<file path="src/rtl/traffic_light_ctrl.sv">
// rtl/traffic_light_ctrl.sv - two-lane demand-driven traffic light controller
// Optional emergency all-red hold is enabled by defining TLC_EMERGENCY_EN.

package car_types_pkg;
    typedef logic [3:0] car_counter_t;
    typedef enum logic [1:0] {
        RED    = 2'd0,
        YELLOW = 2'd1,
        GREEN  = 2'd2
    } strafic_light_t;
endpackage

module traffic_light_ctrl
    import car_types_pkg::*;
#(
    parameter int MIN_GREEN      = 8,
    parameter int MAX_GREEN      = 32,
    parameter int YELLOW_CYCLES  = 4,
    parameter int ALL_RED_CYCLES = 2,
    parameter int CROSS_PERIOD   = 4
) (
    input  logic           clk,
    input  logic           rst,
`ifdef TLC_EMERGENCY_EN
    input  logic           emergency,
`endif
    input  car_counter_t   car_counter_a,
    input  car_counter_t   car_counter_b,
    output strafic_light_t light_a,
    output strafic_light_t light_b,
    output logic           cross_a,
    output logic           cross_b
);

    localparam logic [2:0] S_A_GREEN   = 3'd0;
    localparam logic [2:0] S_A_YELLOW  = 3'd1;
    localparam logic [2:0] S_RED_AB    = 3'd2;
    localparam logic [2:0] S_B_GREEN   = 3'd3;
    localparam logic [2:0] S_B_YELLOW  = 3'd4;
    localparam logic [2:0] S_RED_BA    = 3'd5;
`ifdef TLC_EMERGENCY_EN
    localparam logic [2:0] S_EMERG_RED = 3'd6;
`endif

    localparam int TLIM_0 = (MAX_GREEN > MIN_GREEN) ? MAX_GREEN : MIN_GREEN;
    localparam int TLIM_1 = (TLIM_0 > YELLOW_CYCLES) ? TLIM_0 : YELLOW_CYCLES;
    localparam int TLIM_2 = (TLIM_1 > ALL_RED_CYCLES) ? TLIM_1 : ALL_RED_CYCLES;
    localparam int TLIM   = (TLIM_2 > 2) ? TLIM_2 - 1 : 1;
    localparam int TW     = $clog2(TLIM + 1);
    localparam int CW     = $clog2(CROSS_PERIOD);

    localparam logic [TW-1:0] T_SAT = TW'(TLIM);
    localparam logic [TW-1:0] T_MIN = TW'(MIN_GREEN - 1);
    localparam logic [TW-1:0] T_MAX = TW'(MAX_GREEN - 1);
    localparam logic [TW-1:0] T_YEL = TW'(YELLOW_CYCLES - 1);
    localparam logic [TW-1:0] T_RED = TW'(ALL_RED_CYCLES - 1);
    localparam logic [CW-1:0] P_LAST = CW'(CROSS_PERIOD - 1);

    logic [2:0]    state;
    logic [2:0]    next_state;
    logic [TW-1:0] timer;
    logic [CW-1:0] phase;
    logic          timer_clear;
    logic          busy_a;
    logic          busy_b;
    logic          cross_a_d;
    logic          cross_b_d;

    assign busy_a = (car_counter_a != '0);
    assign busy_b = (car_counter_b != '0);

    function automatic logic green_exit(input logic [TW-1:0] t,
                                        input logic own_busy,
                                        input logic other_busy);
        return other_busy && (t >= T_MIN) && (!own_busy || (t >= T_MAX));
    endfunction

    function automatic strafic_light_t lane_light(input logic [2:0] s,
                                                  input logic [2:0] s_green,
                                                  input logic [2:0] s_yellow);
        if (s == s_green)
            return GREEN;
        else if (s == s_yellow)
            return YELLOW;
        else
            return RED;
    endfunction

    always_comb begin
        next_state = state;
        case (state)
            S_A_GREEN:  if (green_exit(timer, busy_a, busy_b)) next_state = S_A_YELLOW;
            S_A_YELLOW: if (timer == T_YEL) next_state = S_RED_AB;
            S_RED_AB:   if (timer == T_RED) next_state = S_B_GREEN;
            S_B_GREEN:  if (green_exit(timer, busy_b, busy_a)) next_state = S_B_YELLOW;
            S_B_YELLOW: if (timer == T_YEL) next_state = S_RED_BA;
            S_RED_BA:   if (timer == T_RED) next_state = S_A_GREEN;
`ifdef TLC_EMERGENCY_EN
            S_EMERG_RED:
                if (timer == T_RED)
                    next_state = (car_counter_b > car_counter_a) ? S_B_GREEN : S_A_GREEN;
`endif
            default:    next_state = S_RED_BA;
        endcase
`ifdef TLC_EMERGENCY_EN
        // Yellow still runs to completion; everything else heads for the all-red hold.
        if (emergency) begin
            case (state)
                S_A_GREEN:  next_state = S_A_YELLOW;
                S_B_GREEN:  next_state = S_B_YELLOW;
                S_A_YELLOW,
                S_B_YELLOW: next_state = (timer == T_YEL) ? S_EMERG_RED : state;
                default:    next_state = S_EMERG_RED;
            endcase
        end
`endif
    end

`ifdef TLC_EMERGENCY_EN
    assign timer_clear = (next_state != state) || ((state == S_EMERG_RED) && emergency);
`else
    assign timer_clear = (next_state != state);
`endif

    // Separate wrapping phase keeps the cross cadence alive after the timer saturates.
    assign cross_a_d = (state == S_A_GREEN) && busy_a && (phase == P_LAST) && (next_state == state);
    assign cross_b_d = (state == S_B_GREEN) && busy_b && (phase == P_LAST) && (next_state == state);

    always_ff @(posedge clk) begin
        if (rst) begin
            state   <= S_RED_BA;
            timer   <= '0;
            phase   <= '0;
            light_a <= RED;
            light_b <= RED;
            cross_a <= 1'b0;
            cross_b <= 1'b0;
        end else begin
            state   <= next_state;
            light_a <= lane_light(next_state, S_A_GREEN, S_A_YELLOW);
            light_b <= lane_light(next_state, S_B_GREEN, S_B_YELLOW);
            cross_a <= cross_a_d;
            cross_b <= cross_b_d;
            if (timer_clear) begin
                timer <= '0;
                phase <= '0;
            end else begin
                if (timer != T_SAT)
                    timer <= timer + 1'b1;
                phase <= (phase == P_LAST) ? '0 : phase + 1'b1;
            end
        end
    end

endmodule

</file>
<file path="config.mk">
export PLATFORM = sky130hd
export DESIGN_NAME = traffic_light_ctrl
export DESIGN_NICKNAME = d
export VERILOG_FILES = /design/src/rtl/traffic_light_ctrl.sv
export SDC_FILE = /design/constraint.sdc
export NUM_CORES = 1
export LEC_CHECK = 0
export ABC_AREA = 1
export CAP_MARGIN = 10
export CORE_MARGIN = 4
export CORE_UTILIZATION = 46
export CTS_CLUSTER_SIZE = 30
export DETAILED_ROUTE_END_ITERATION = 7
export GPL_ROUTABILITY_DRIVEN = 0
export PLACE_DENSITY = 0.78
export SLEW_MARGIN = 20
export SYNTH_ARGS = -nofsm -noshare
export SYNTH_HDL_FRONTEND = slang
export SYNTH_SLANG_ARGS = --single-unit
</file>
<file path="constraint.sdc">
create_clock -name clk -period 2.5 [get_ports clk]
set_input_delay 0.5 -clock clk [delete_from_list [all_inputs] [get_ports clk]]
set_output_delay 0.5 -clock clk [all_outputs]
set_load 0.01 [all_outputs]
</file>
==> impl_metrics.py, run 1 <==
metrics = {
    "status": {
        "run_status": "complete, no violations",
    },
    "die": {
        "start_util_pct": 50.5,
        "pin_count": 16,
        "dieWidth_um": 52.2,
        "die-area_um2": 2730,
        "core_um2": 1780,
        "die_h_um": 52.2,
        "placementRows": 15,
    },
    "synthesis": {
        "syn-num-nets": 152,
        "synth_edf_count": 0,
        "ys_top_cells_by_count": "nand2_1, nor2_1, inv_1, dfxtp_1, nand3_1",
        "synthArstFlopShare_pct": 0,
        "syn_area_per_cell_um2": 6.52,
        "netlist.area_leader.share_pct": 35.6,
        "synth_top_area_cell": "dfxtp_1",
        "synthFlopType": "dfxtp_1",
        "synthCells": 138,
        "yosys_warnings": 0,
        "synth.cell_area_um2": 900,
        "seq_area_frac_synth_pct": 35.6,
        "ys_seq_elements": 16,
        "yosysMostFrequentCell": "nand2_1",
        "yosys-top-cells-area": "dfxtp_1, nand2_1, nor2_1",
        "ys_types": 19,
    },
    "power_and_ir_drop": {
        "p_int_uw": 472,
        "combPwrFrac_pct": 31.5,
        "p_switching_uw": 229,
        "p_total_uw": 701,
        "switching_share_pct": 32.7,
        "clock_power_share_pct": 23.6,
        "ir_drop_mv": 0.458,
        "p_leak_uw": 0.000537,
        "cellPowerDensity_nw_per_um2": 628,
        "seqPwrFrac_pct": 44.8,
    },
    "worst_setup_path": {
        "crit_arrival_ps": 2130,
        "r2r_setup_slack_ps": 550,
        "worst_setup_path_start_kind": "register",
        "path_common_cell": "nand2_1",
        "path_buf_inv": 1,
        "cp_top_family": "simple AND/OR/NAND/NOR gates",
        "crit_type": "register to register",
        "crit_fanout": 7,
        "path_cells": "ha_1, nand2_1, nor2_1, ha_1, inv_1, nand3_1, nand2_1, nand2_2, nand3_1, nand2_1, nand2_2, nand2_4, nor2_1",
        "slowest_stage": "dfxtp_1",
        "cp-end-kind": "register",
        "cp_data_required_time_ps": 2680,
        "slowest_delay_ps": 400,
    },
    "clock_network": {
        "clk_pin_slew_ps": 90,
        "cts.path.max_buffers": 2,
        "root_buffer": "clkbuf_4",
        "cts_tree": "done",
        "post-cts-setup-buffers": 0,
        "ctsResizeCount": 0,
        "numCtsBuffers": 3,
        "clock-sinks": 16,
        "insertion_delay_ps": 290,
        "hold_buffers": 0,
        "cts-htree-levels": 1,
    },
    "finish": {
        "nFillCells": 156,
        "multi_input_area_um2": 489,
        "fin_area_um2": 1120,
        "drive_gt1_share_pct": 11.5,
        "stdcell_count": 182,
        "seq_area_um2": 320,
        "nNetsFinal": 172,
        "synthToLayoutAreaGrowth_pct": 24.2,
        "n_antenna_cell": 0,
    },
    "timing": {
        "finalCritPeriodShare_pct": 78.0,
        "finalSetupViolCount": 0,
        "rsz0062_at_grt": "false",
        "worst_slew_pin_slew_ps": 272,
        "setup-tns-final_ps": 0,
        "finalHoldViolations": 0,
        "max_slew_margin_pct": 81.8,
        "finalClockSkew_ps": 8.41,
        "finalMaxSlewViolations": 0,
        "max_freq_mhz": 513,
        "fin_crit_ps": 1950,
        "postLayoutSetupSlackWorst_ps": 549,
    },
    "drt": {
        "wire_per_inst_um": 9.83,
        "via_count": 845,
        "vias_per_cell": 4.64,
        "drt_iter0_drc": 16,
        "drc": 0,
        "firstDrtPassIters": 4,
        "postRouteAntennaNets": 0,
        "wl_mm": 1.79,
    },
    "placement": {
        "post-place-ws_ps": 551,
        "port_buffers": 15,
        "dp_hpwl_mm": 1.52,
        "dp.cells": 178,
        "placed_area_um2": 1080,
    },
    "run": {
        "drv_cap": 0,
    },
    "global_routing": {
        "grt_antenna_before_repair": 0,
        "grt_max_degree": 10,
        "gr-total-overflow": 0,
        "grt_pass1_wl_mm": 3.09,
        "gr-usage-all-layers_pct": 15.2,
        "grt_pass1_vias": 798,
    },
    "worst_hold_path": {
        "holdCritPathClass": "register to register",
    },
}
layer usage:
| layer | up-vias | track usage (%) | routed length (um) |
|---|---|---|---|
| li1 | 458 | - | - |
| met1 | 367 | 19.2 | 857 |
| met2 | 16 | 24.5 | 796 |
| met3 | 4 | 3.13 | 100 |
| met4 | 0 | 7.66 | 36 |
| met5 | - | 0 | 0 |
area by class of cell:
| type | count | area share, % |
|---|---|---|
| sequential | 16 | 28.7 |
| tap | 25 | 2.80 |
| timing repair buffer | 15 | 13.4 |
| clock buffer | 4 | 3.25 |
| inverter | 24 | 8.06 |
| multi-input combinational | 98 | 43.8 |
path summary, 6_finish.rpt:
check / startpoint / endpoint / cells after the start
worst min register to register: phase[0] / phase[0] / 1
worst max register to register: timer[0] / timer[4] / 13
worst max-delay path: timer[0] / timer[4] / 13
worst min-delay path: phase[0] / phase[0] / 1
worst reg2reg max path, stage by stage, from the launching register on:
cell,delay (ps)
dfxtp_1,400
ha_1,240
nand2_1,90
nor2_1,110
ha_1,220
inv_1,120
nand3_1,120
nand2_1,70
nand2_2,90
nand3_1,100
nand2_1,80
nand2_2,80
nand2_4,90
nor2_1,50
kinds of logic after synthesis:
logic type	count (synthesis)	synth area share, %
fa+ha+maj	4	5.56
compound gates	6	3.48
flops	16	35.6
buf+inv	24	10.0
simple gates	85	42.4
xor+xnor	3	2.92
registers in the layout (all words and copies together) (netlist names):
register / count
phase: 2
light_a: 2
timer: 5
state: 3
cross_a: 1
cross_b: 1
light_b: 2
placed cells by master (no fill, tap or decap):
master / instances
a21oi_1: 2
a31oi_1: 1
clkbuf_4: 3
clkbuf_8: 1
clkdlybuf4s50_1: 15
dfxtp_1: 16
ha_1: 4
inv_1: 22
inv_2: 2
nand2_1: 35
nand2_2: 4
nand2_4: 1
nand3_1: 10
nand3_2: 1
nand4_1: 1
nor2_1: 26
nor2_2: 5
nor2_4: 1
nor3b_1: 1
o21ai_0: 2
o21ai_1: 1
xor2_1: 3
power by group through the flow:
stage          combinational (uW)  clock (uW)  sequential (uW)
6_report                      221         166              314
5_1_grt                       257         182              319
3_5_place_dp                  222           0              321
4_1_cts                       224         169              315
2_1_floorplan                 148           0              321
3_3_place_gp                  213           0              318
metrics by stage:
step	util (%)	hold slack (ps)
4_1_cts	62.7	431
3_3_place_gp	60.6	406
3_5_place_dp	60.6	418
6_report	62.7	426
2_1_floorplan	-	396
5_1_grt	62.7	452
(Power assumes the default switching activity.)
==> inputs of run 2 (changes only) <==
- CORE_UTILIZATION: 46 -> 45
- PLACE_DENSITY: 0.78 -> 0.8
- clock period: 2.5 -> 1.56 ns (I/O delays scaled with it)
==> impl_metrics.py, run 2 (synthesis results as in run 1) <==
metrics = {
    "clock_network": {
        "root_buffer": "clkbuf_4",
        "insertion_delay_ps": 280,
        "cts.path.max_buffers": 2,
        "numCtsBuffers": 3,
        "hold_buffers": 0,
        "clk_pin_slew_ps": 90,
        "cts-htree-levels": 1,
        "cts_tree": "done",
        "clock-sinks": 16,
    },
    "status": {
        "violations": "setup timing",
        "run_status": "complete, but fails checks",
    },
    "die": {
        "core_um2": 1800,
        "dieWidth_um": 52.7,
        "die-area_um2": 2780,
        "placementRows": 15,
        "start_util_pct": 49.9,
        "pin_count": 16,
        "die_h_um": 52.7,
    },
    "power_and_ir_drop": {
        "cellPowerDensity_nw_per_um2": 895,
        "ir_drop_mv": 0.669,
        "p_leak_uw": 0.000631,
    },
    "global_routing": {
        "gr-usage-all-layers_pct": 16.9,
        "grt_pass1_wl_mm": 3.51,
        "grt_antenna_before_repair": 0,
        "gr-total-overflow": 0,
        "grt_pass1_vias": 875,
        "grt_max_degree": 9,
    },
    "finish": {
        "top_register": "timer",
        "stdcell_count": 193,
        "reg_top3": "timer (5), state (3)",
        "final_cell_mix": "nand2_1, nor2_1, inv_1, clkdlybuf4s50_1, dfxtp_1",
        "final_common_cell": "nand2_1",
        "nNetsFinal": 184,
        "largest_reg_flops": 5,
        "drive_gt1_share_pct": 33.9,
        "n_antenna_cell": 0,
        "synthToLayoutAreaGrowth_pct": 49.9,
    },
    "drt": {
        "drc": 0,
        "drt_iter0_drc": 27,
        "wire_per_inst_um": 12.0,
        "firstDrtPassIters": 4,
        "postRouteAntennaNets": 0,
        "wl_mm": 2.32,
        "vias_per_cell": 4.93,
        "via_count": 952,
    },
    "placement": {
        "post-place-ws_ps": -169,
        "dp_hpwl_mm": 1.63,
        "port_buffers": 15,
        "dp.cells": 189,
    },
    "worst_setup_path": {
        "cp_data_required_time_ps": 1740,
        "worst_setup_path_start_kind": "register",
        "crit_type": "register to register",
        "cp-end-kind": "register",
        "crit_arrival_ps": 1860,
        "crit_fanout": 7,
    },
    "worst_hold_path": {
        "holdCritPathClass": "register to register",
    },
    "timing": {
        "finalMaxSlewViolations": 0,
        "worst_slew_pin_slew_ps": 358,
        "finalClockSkew_ps": 7.08,
        "postLayoutSetupSlackWorst_ps": -114,
        "setup-tns-final_ps": -1010,
        "finalCritPeriodShare_pct": 107,
        "max_freq_mhz": 597,
        "max_slew_margin_pct": 76.0,
        "finalHoldViolations": 0,
        "fin_crit_ps": 1670,
        "rsz0062_at_grt": "true",
        "finalSetupViolCount": 12,
    },
    "run": {
        "drv_cap": 0,
    },
}
-- run 2: cell types whose count changed in the layout (fill, tap and decap cells not counted), sizes merged --
cell,before,now
buf,0,12
clkbuf,4,3
-- run 2: worst paths after layout --
path | from | endpoint | slack (ps) | cells past startpoint
setup reg to reg | timer[1] | timer[1] | -110 | 13
hold reg to reg | phase[0] | phase[0] | 420 | 1
setup / recovery | timer[1] | timer[1] | -110 | 13
hold / removal | phase[0] | phase[0] | 420 | 1
-- run 2: repair_timing --
item | 4_1_cts | 5_1_grt
gates resized for setup | 9 | 24
buffers inserted | 1 | 0
endpoints found under the setup margin | 11 | 16
pin swaps | 8 | 13
-- run 2: routing by layer --
| layer | global-route usage [%] | part of all wire (%) | up-vias |
|---|---|---|---|
| met2 | 28.3 | 48 | 40 |
| met3 | 3.70 | 6.5 | 7 |
| li1 | - | - | 476 |
| met4 | 5.11 | 1.7 | 0 |
| met1 | 21.3 | 44 | 429 |
| met5 | 0 | 0 | - |
-- run 2: report_power, final --
part	switching, uW	leakage, uW	internal (uW)	total (uW)
sequential	46.5	0.000132	469	516
clock	127	0.0000138	89.6	217
combinational	269	0.000485	205	474
total	443	0.000631	764	1210
-- run 2: critical path: stages, from the launching register on --
cell and delay, ps:
dfxtp_2 370, ha_4 160, buf_4 120, inv_1 40
nor2_1 90, nand2_1 80, nand2_1 90, nand3_2 90
nor2_4 150, nand3_4 90, nand2_4 80, nand2_4 60
nand2_4 110, nor2_1 50
-- run 2: through the flow --
stage	hold slack (ps)	util (%)	instance area, um^2	power (uW)
5_1_grt	455	74.9	1350	1280
2_1_floorplan	381	-	930	769
6_report	424	74.9	1350	1210
3_5_place_dp	415	66.3	1190	908
3_3_place_gp	404	66.3	1190	891
4_1_cts	426	69.4	1250	1140
-- run 2: layout make-up --
type                       instances  area, um^2
sequential                        16         328
fill                             120         453
tap                               25        31.3
multi-input combinational         98         631
clock buffer                       3        22.5
timing repair buffer              27         244
inverter                          24        92.6
==> patch, RTL diff (config.mk and constraints of run 2) <==
Reset style: asynchronous (`rst`), changed in one clocked block.
--- a/src/rtl/traffic_light_ctrl.sv
+++ b/src/rtl/traffic_light_ctrl.sv
@@ -128,3 +128,3 @@
 
-    always_ff @(posedge clk) begin
+    always_ff @(posedge clk or posedge rst) begin
         if (rst) begin
Behaviour: differs if rst is asserted again (counterexample within 4 cycles, from zero or initial values and one cycle with rst high); with rst held inactive, the same outputs for 10 cycles.
==> patch against run 2 <==
The flow still finishes with violations (negative setup slack). Setup slack worse by 0.11 ns. Clock skew is 0.00090 ns lower. Routed wire length is 6.3% higher. Sequential share of layout area is 4.1 points higher. Final area is 5.3% higher. First-iteration DRC count is 11% lower. Synthesized area is 3.8% higher. Sequential cell count stayed put. Non-clock buffer count is 12 higher.
Power is not compared: it rests on default switching activity, and its combinational part moved more than twofold at a synthesized area within 25%.
==> patch: results (changes against run 2) <==
- Crit-path max FO: 5 (-2)
- DRT iter0 DRCs: 24 (-11%)
- Clock skew: 0.00618 ns (-0.000901 ns)
- Seq/Total Area, Yosys: 0.432 (+0.0756)
- Arr. time, crit path: 1.96 ns (+0.10 ns)
- Switching Fraction: 0.405
- Launching point of the worst reg2reg path: timer[1]$_DFFE_PP0P_
- Setup WS post-layout: -0.221 ns (-0.106 ns)
- Syn. warnings: 0 (unchanged)
- Bufs on Longest Clock Path: 2 (unchanged)
- Ys async rst share: 1.00 (+1.00)
- CTS Root Cell: clkbuf_4
- Lkg Pwr: 0.727 nW
- Pwr dens: 1470 mW/mm²
- Worst r2r path cells: 13 (unchanged)
- Hold WS: 0.310 ns (-0.114 ns)
- Crit path max-delay family: simple AND/OR/NAND/NOR gates
- Crit path to: timer[1]$_DFFE_PP0P_
- Setup_tns: -2.50 ns (-1.49 ns)
- Layout cell share with drive strength beyond 1: 0.407 (+0.0679)
- Multi-input logic area: 542 µm² (-14%)
- Grt met3 use: 0.0609 (+0.0239)
- Pre-CTS WS: -0.189 ns (-0.0199 ns)
- Cell variety after synth: 23 (+4)
- Failing checks: negative setup slack
- Via density: 4.97 (+0.84%)
- Pin count of the biggest net entering global routing: 17 (+8)
- Placed instance area: 0.00126 mm² (+5.3%)
- First-pass GRT wire length: 3610 µm (+2.9%)
- Relative slew slack: 0.766 (+0.00539)
- Post-CTS Setup Repair Bufs: 3 (+2)
- Routed length on met2: 1390 µm (+26%)
- Grt met1 use: 0.171 (-0.0424)
- DR WL met3: 153 µm (+2.0%)
- Buffers on Ports: 15 (unchanged)
- Net Count, Synth: 137 (-9.9%)
- Vias in the first global route: 880 (+0.57%)
- Hpwl dp: 1630 µm (+0.18%)
- M1 WL: 886 µm (-14%)
- Hold Crit Class: primary input to async pin
- Synth Instances: 123 (-11%)
- Total track usage: 0.176 (+0.00678)
- Met2 Use GR: 0.343 (+0.0598)
- Placed Instances: 181 (-4.2%)
- Finish-stage setup viols: 14 (+2)
- Filler cells: 161 (+34%)
- Uppermost routed layer: met4
- Largest cells by area after synthesis: dfrtp_1, nand2_1, nor2_1
- Wire per inst: 12.7 µm (+5.8%)
- Comb. pwr: 1.18 mW
- Slowest cell on crit path: dfrtp_1
- Synth cell count leaders: nand2_1, nor2_1, inv_1
- Routed WL: 2470 µm (+6.3%)
- Largest regs: timer: 5 flops, state: 3 flops
- Outcome: finished, violations left
- Number of gates resized after CTS: 4 (-5)
patch: changes by cell type after synthesis, moves of 2 or more:
cell     before  now
inv_1        22   15
nand2_1      35   29
inv_2         2    4
dfrtp_1       0   14
nor2_1       26   23
dfxtp_1      16    0
nand3_1      10    7
dfstp_2       0    2
patch: worst min-delay path: stages:
cell and delay [ns]:
clkdlybuf4s50_1 0.39, inv_1 0.05, buf_4 0.22
patch: logic make-up (layout without fill, tap and decap cells):
family          after synthesis  in the layout  share of synthesized area
xor+xnor                      3              3                     0.0282
compound gates                6              6                     0.0335
fa+ha+maj                     4              4                     0.0536
simple gates                 75             76                      0.377
buf+inv                      19             62                     0.0764
flops                        16             16                      0.432
patch: layout make-up:
type | count | area share
inverters | 19 | 0.0502
flip-flops and latches | 16 | 0.284
repair buffers | 39 | 0.235
multi-input cells | 89 | 0.381
well taps | 27 | 0.0238
clock buffers | 4 | 0.0256
